===== src/rtl/game_timer_if.sv =====
// game_timer_if: control pulses into the stopwatch and its display/status outputs.
interface game_timer_if;
    logic        start;
    logic        pause;
    logic        solved;
    logic        clear;
    logic [15:0] displayed_number;
    logic        running;
    logic        stopped;
    logic        saturated;
    modport master (output start, pause, solved, clear,
                    input  displayed_number, running, stopped, saturated);
    modport slave  (input  start, pause, solved, clear,
                    output displayed_number, running, stopped, saturated);
endinterface


===== src/rtl/game_timer.sv =====
// game_timer: MM:SS elapsed-time stopwatch feeding the display as minutes*100+seconds.
module game_timer #(
    parameter int TICK_DIV = 100_000_000,
    parameter int MAX_MIN  = 99
) (
    input logic         clk,
    input logic         rst_n,
    game_timer_if.slave bus
);
    localparam int PW = $clog2(TICK_DIV);
    typedef enum logic [1:0] {IDLE, RUNNING, PAUSED, STOPPED} state_t;
    state_t          state_q, state_d;
    logic [6:0]      min_q, min_d;
    logic [5:0]      sec_q, sec_d;
    logic [PW-1:0]   presc_q, presc_d;
    logic [15:0]     disp_q, disp_d;
    logic            running_q, running_d;
    logic            stopped_q, stopped_d;
    logic            saturated_q, saturated_d;
    logic            tick, at_max;
    always_comb begin
        tick    = state_q == RUNNING && presc_q == PW'(TICK_DIV - 1);
        at_max  = min_q == 7'(MAX_MIN) && sec_q == 6'd59;
        state_d = state_q;
        min_d   = min_q;
        sec_d   = sec_q;
        presc_d = presc_q;
        if (bus.clear) begin
            state_d = IDLE;
            min_d   = '0;
            sec_d   = '0;
            presc_d = '0;
        end else begin
            case (state_q)
                IDLE: if (bus.start) begin
                    state_d = RUNNING;
                    presc_d = '0;
                end
                RUNNING: begin
                    presc_d = tick ? '0 : presc_q + 1'b1;
                    // a tick landing on a pause/solved pulse is dropped, not deferred
                    if (bus.solved) state_d = STOPPED;
                    else if (bus.pause) state_d = PAUSED;
                    else if (tick && !at_max) begin
                        sec_d = sec_q == 6'd59 ? 6'd0 : sec_q + 6'd1;
                        min_d = sec_q == 6'd59 ? min_q + 7'd1 : min_q;
                    end
                end
                PAUSED: state_d = bus.solved ? STOPPED : bus.pause ? RUNNING : PAUSED;
                default: state_d = STOPPED;
            endcase
        end
        disp_d      = 16'(min_d) * 16'd100 + 16'(sec_d);
        running_d   = state_d == RUNNING;
        stopped_d   = state_d == STOPPED;
        saturated_d = min_d == 7'(MAX_MIN) && sec_d == 6'd59;
    end
    always_ff @(posedge clk or negedge rst_n) begin
        if (!rst_n) begin
            state_q     <= IDLE;
            min_q       <= '0;
            sec_q       <= '0;
            presc_q     <= '0;
            disp_q      <= '0;
            running_q   <= 1'b0;
            stopped_q   <= 1'b0;
            saturated_q <= 1'b0;
        end else begin
            state_q     <= state_d;
            min_q       <= min_d;
            sec_q       <= sec_d;
            presc_q     <= presc_d;
            disp_q      <= disp_d;
            running_q   <= running_d;
            stopped_q   <= stopped_d;
            saturated_q <= saturated_d;
        end
    end
    assign bus.displayed_number = disp_q;
    assign bus.running          = running_q;
    assign bus.stopped          = stopped_q;
    assign bus.saturated        = saturated_q;
endmodule


===== src/flat_wrapper.sv =====
// flat-port wrapper written by rule: the top's interface ports become plain ports
module game_timer_flat 
#(
    parameter int TICK_DIV = 100_000_000,
    parameter int MAX_MIN  = 99
)
  (clk, rst_n, bus_start, bus_pause, bus_solved, bus_clear, bus_displayed_number, bus_running, bus_stopped, bus_saturated);
  game_timer_if bus_i ();
  input logic clk;
  input logic rst_n;
  input wire logic [$bits(bus_i.start)-1:0] bus_start;
  input wire logic [$bits(bus_i.pause)-1:0] bus_pause;
  input wire logic [$bits(bus_i.solved)-1:0] bus_solved;
  input wire logic [$bits(bus_i.clear)-1:0] bus_clear;
  output wire logic [$bits(bus_i.displayed_number)-1:0] bus_displayed_number;
  output wire logic [$bits(bus_i.running)-1:0] bus_running;
  output wire logic [$bits(bus_i.stopped)-1:0] bus_stopped;
  output wire logic [$bits(bus_i.saturated)-1:0] bus_saturated;
  assign bus_i.start = bus_start;
  assign bus_i.pause = bus_pause;
  assign bus_i.solved = bus_solved;
  assign bus_i.clear = bus_clear;
  assign bus_displayed_number = bus_i.displayed_number;
  assign bus_running = bus_i.running;
  assign bus_stopped = bus_i.stopped;
  assign bus_saturated = bus_i.saturated;
  game_timer #(.TICK_DIV(TICK_DIV), .MAX_MIN(MAX_MIN)) u_core (.clk(clk), .rst_n(rst_n), .bus(bus_i));
endmodule

===== config.mk =====
export PLATFORM = sky130hd
export DESIGN_NAME = game_timer_flat
export DESIGN_NICKNAME = d
export VERILOG_FILES = /design/src/rtl/game_timer_if.sv /design/src/rtl/game_timer.sv /design/src/flat_wrapper.sv
export SDC_FILE = /design/constraint.sdc
export NUM_CORES = 1
export LEC_CHECK = 0
export ABC_AREA = 1
export CORE_MARGIN = 4
export CORE_UTILIZATION = 35
export DETAILED_ROUTE_END_ITERATION = 10
export GPL_TIMING_DRIVEN = 0
export PLACE_DENSITY = 0.61
export REMOVE_ABC_BUFFERS = 1
export SYNTH_ARGS = -nofsm -noshare
export SYNTH_HDL_FRONTEND = slang
export SYNTH_SLANG_ARGS = --single-unit

===== constraint.sdc =====
create_clock -name clk -period 6.24 [get_ports clk]
set_clock_uncertainty 0.05 [all_clocks]
set_input_delay 0.936 -clock clk [delete_from_list [all_inputs] [get_ports clk]]
set_output_delay 0.936 -clock clk [all_outputs]
set_load 0.02 [all_outputs]

==> impl_results.md, run 1 <==
- Vias in the first global route: 3266
- Max rail drop VDD: 0.119 mV
- Crit. End Element: register
- # setup viols final: 0
- Hold/Removal Path Class: register to register
- Most frequent cells in the layout: nand2_1, inv_1, nor2_1
- Crit-path slowest cell: clkdlybuf4s50_1
- Syn-to-layout area delta: 17.2%
- Residual DRC: 0
- Drt wl/cell: 12.0 um
- Pre-CTS setup slack: 0.470 ns
- Critical path startpoint category: primary input
- First-pass GRT wire length: 14400 um
- Synth warn: 0
- Gate Count Post-Synth: 510
- IO Pins: 25
- Initial DRT Pass Iterations: 6
- Initial antenna violation count: 0
- Core area: 10900 um2
- Kind of critical path: primary input to register
- NumNets Final: 581
- Skew-Pair Late Insertion Delay: 0.33 ns
- Dpl hpwl: 6360 um
- Crit. Startpoint: bus_pause
- Clock transition at path regs: 0.05 ns
- Worst rel slew slack: 37.7%
- WP data arrival: 5.53 ns
- Height of the die: 114 um
- Vias per cell: 4.78
- Synth Register Bits: 58
- Die width: 114 um
- WP data required: 6.41 ns
- Reg2Reg Depth: 25
- CTS tree: built
- CP Max Fanout: 7
- Max Cap Viol: 0
- Ratio of final minimum period to clock period: 85.9%
- Area post-placement: 4320 um2
- Leakage: 0.00226 uW
- Die Area: 13000 um2
- Hold Fails Final Rpt: 0
- Final Hold Slack: 0.454 ns
- Endpoint of the worst register-to-register path: u_core.bus.displayed_number[13]
- Distinct cells, synth: 43
- Via count: 3266
- XOR/XNOR Fraction of Synth Area: 4.23%
- Largest net degree at the start of global routing: 40
- RSZ-0062 raised after global routing: false
- Total grt overflow: 0
- Post_cts resized: 0
- Synth Area in Simple Gates: 29.5%
- Final Cell Area: 4610 um2
- Total GRT Usage: 13.8%
- Starting Density: 36.0%
- Number of buffers created by CTS: 9
- R2R Path Start: u_core.presc_q[0]
- Layout cell share with drive strength beyond 1: 10.9%
- CTS sink count: 58
- Post-Synth Adder-Cell Area: 11.8%
- Final ANT Viol Nets: 0
- Mux cell area share after synthesis: 0%
- Avg Inst Size Synth: 7.71 um2
- Setup Buffers After CTS: 0
- Rows: 38
- CTS Buffer Depth: 2
- Setup TNS: 0 ns
- Initial DRC Count: 208
- Maximum clock frequency: 0.187 GHz
- Worst-Margin Slew: 0.931 ns
- Hold-fix buffers, CTS: 0
- H-tree levels: 3
- Compound-cell area share of the yosys netlist: 8.59%
- Max Transition Viols Final: 0
- Number of antenna cells inserted: 0
- PD cells: 195 nW/um2
- Sequential area share after synthesis: 36.9%
- Flop2flop setup slack: 1.38 ns
- Port Buffers: 23
- Tmin final: 5.36 ns
- Mapped Area: 3930 um2
- Setup slack after layout: 0.883 ns
- Main combinational cell family by area after synthesis: simple AND/OR/NAND/NOR gates
- GP Congestion: 0.881
- Wire length reported by the detailed router: 8230 um
- CP Cell Sequence: clkdlybuf4s50_1 -> nor2_1 -> nand2_1 -> a21oi_2 -> nand3_2 -> nor3_1 -> inv_1 -> nor2_1 -> nor2_1 -> nor2_1 -> ha_1 -> ha_1 -> ha_1 -> ha_1 -> inv_1 -> o21bai_1 -> a21oi_1 -> o21bai_1 -> xor2_1 -> nand2_1 -> nor3_4 -> nand2_2 -> nand3b_1 -> nand2_1
- Commonest non-fill, non-tap cell in the layout: nand2_1
- Outcome: finished clean
- End of the critical path: u_core.bus.displayed_number[13]
- Largest stage delay on the critical path: 0.42 ns
- Clock Tree Root: clkbuf_16
-- registers in the layout, summed over array words and instances (netlist names) --
| register | count |
|---|---|
| u_core.bus.displayed_number | 13 |
| u_core.bus.running | 1 |
| u_core.bus.saturated | 1 |
| u_core.bus.stopped | 1 |
| u_core.min_q | 7 |
| u_core.presc_q | 27 |
| u_core.sec_q | 6 |
| u_core.state_q | 2 |
-- worst min-delay path by stage --
stage	start	depth (start not counted)	end
floorplan	u_core.presc_q[18]	1	u_core.presc_q[18]
global placement	u_core.presc_q[9]	1	u_core.presc_q[9]
detailed placement	u_core.presc_q[18]	1	u_core.presc_q[18]
CTS	u_core.presc_q[18]	1	u_core.presc_q[18]
global route	u_core.presc_q[18]	1	u_core.presc_q[18]
finish	u_core.presc_q[18]	1	u_core.presc_q[18]
-- cells by family after synthesis --
logic type / count (synthesis)
AOI/OAI and AO/OA: 61
adders and majority gates: 36
xor gates and xnor gates: 19
other: 1
and+or+nand+nor: 246
DFF: 58
buffers and inverters: 89
-- metal layers --
metal  GRT usage, %  wire length, um  vias to the layer above
met5              0                0                        -
met4           5.94              200                        0
met3           4.30              330                       13
met2           23.7             4140                       54
met1           15.9             3560                     1508
li1               -                -                     1691
-- per-stage QoR --
step / total power [uW] / cells / util [%]
after global placement: 435 / 667 / 39.3
final: 900 / 683 / 42.1
after global routing: 935 / 683 / 42.1
after floorplan: 414 / 504 / -
after detailed placement: 437 / 668 / 39.5
after CTS: 915 / 683 / 42.1
-- critical path: cells and delay by family --
family                     cells  cell delay (ns)
and+or+nand+nor               12             1.72
adders and majority gates      4             1.20
xor gates and xnor gates       1             0.36
buffers and inverters          3             0.55
AOI/OAI and AO/OA              4             0.74
-- cell type report --
type,instances,area (um2)
Tap cell,140,175
Clock inverter,2,10.0
Sequential cell,58,1450
Inverter,83,312
Timing Repair Buffer,24,245
Fill cell,1133,6330
Clock buffer,13,280
Multi-Input combinational cell,363,2130
-- where the power goes --
| group | leakage (uW) | switching, uW | total [uW] | internal, uW |
|---|---|---|---|---|
| Clock | 0.000147 | 163 | 470 | 308 |
| Combinational | 0.00131 | 34.1 | 47.6 | 13.5 |
| Sequential | 0.000807 | 1.92 | 382 | 380 |
-- synth_stat cells (all sizes together) --
cell / n / area, um2
xnor2: 2 / 17.5
conb: 1 / 3.75
nand3: 33 / 195
nor2: 72 / 310
nand4: 9 / 62.6
o21a: 1 / 7.51
clkbuf: 2 / 7.51
o22ai: 2 / 12.5
nor3: 16 / 101
buf: 4 / 27.5
fa: 2 / 40.0
o21ai: 20 / 104
and3: 1 / 6.26
dfrtp: 58 / 1450
nand2: 108 / 440
o32ai: 2 / 17.5
clkinv: 1 / 3.75
a2bb2oi: 1 / 8.76
inv: 82 / 308
a31oi: 1 / 6.26
ha: 34 / 425
or2: 3 / 18.8
xor2: 17 / 149
a22oi: 1 / 7.51
o21bai: 2 / 15.0
nor4: 3 / 18.8
nand3b: 1 / 7.51
a21oi: 31 / 159
Power figures use the tool's default switching activity.
==> run 2: changes to the inputs <==
--- a/config.mk
+++ b/config.mk
@@ -15,3 +15,4 @@
 export SYNTH_ARGS = -nofsm -noshare
 export SYNTH_HDL_FRONTEND = slang
 export SYNTH_SLANG_ARGS = --single-unit
+export TNS_END_PERCENT = 5
==> results of run 2 <==
No change in the layout: final DEF, timing and power equal those of run 1.
==> run 3: changes to the inputs <==
==> constraint.sdc (replaced) <==
create_clock -name clk -period 6.54 [get_ports clk]
set_clock_uncertainty 0.05 [all_clocks]
set_input_delay 0.981 -clock clk [delete_from_list [all_inputs] [get_ports clk]]
set_output_delay 0.981 -clock clk [all_outputs]
set_load 0.02 [all_outputs]
==> results of run 3 <==
The final DEF is identical to that of run 1. Status: finished clean.
Among the figures that moved: setup slack after placement 0.470 ns -> 0.725 ns; setup slack after layout 0.883 ns -> 1.14 ns; register-to-register setup slack 1.38 ns -> 1.68 ns; total power 900 uW -> 859 uW; worst IR drop on VDD 0.119 mV -> 0.113 mV
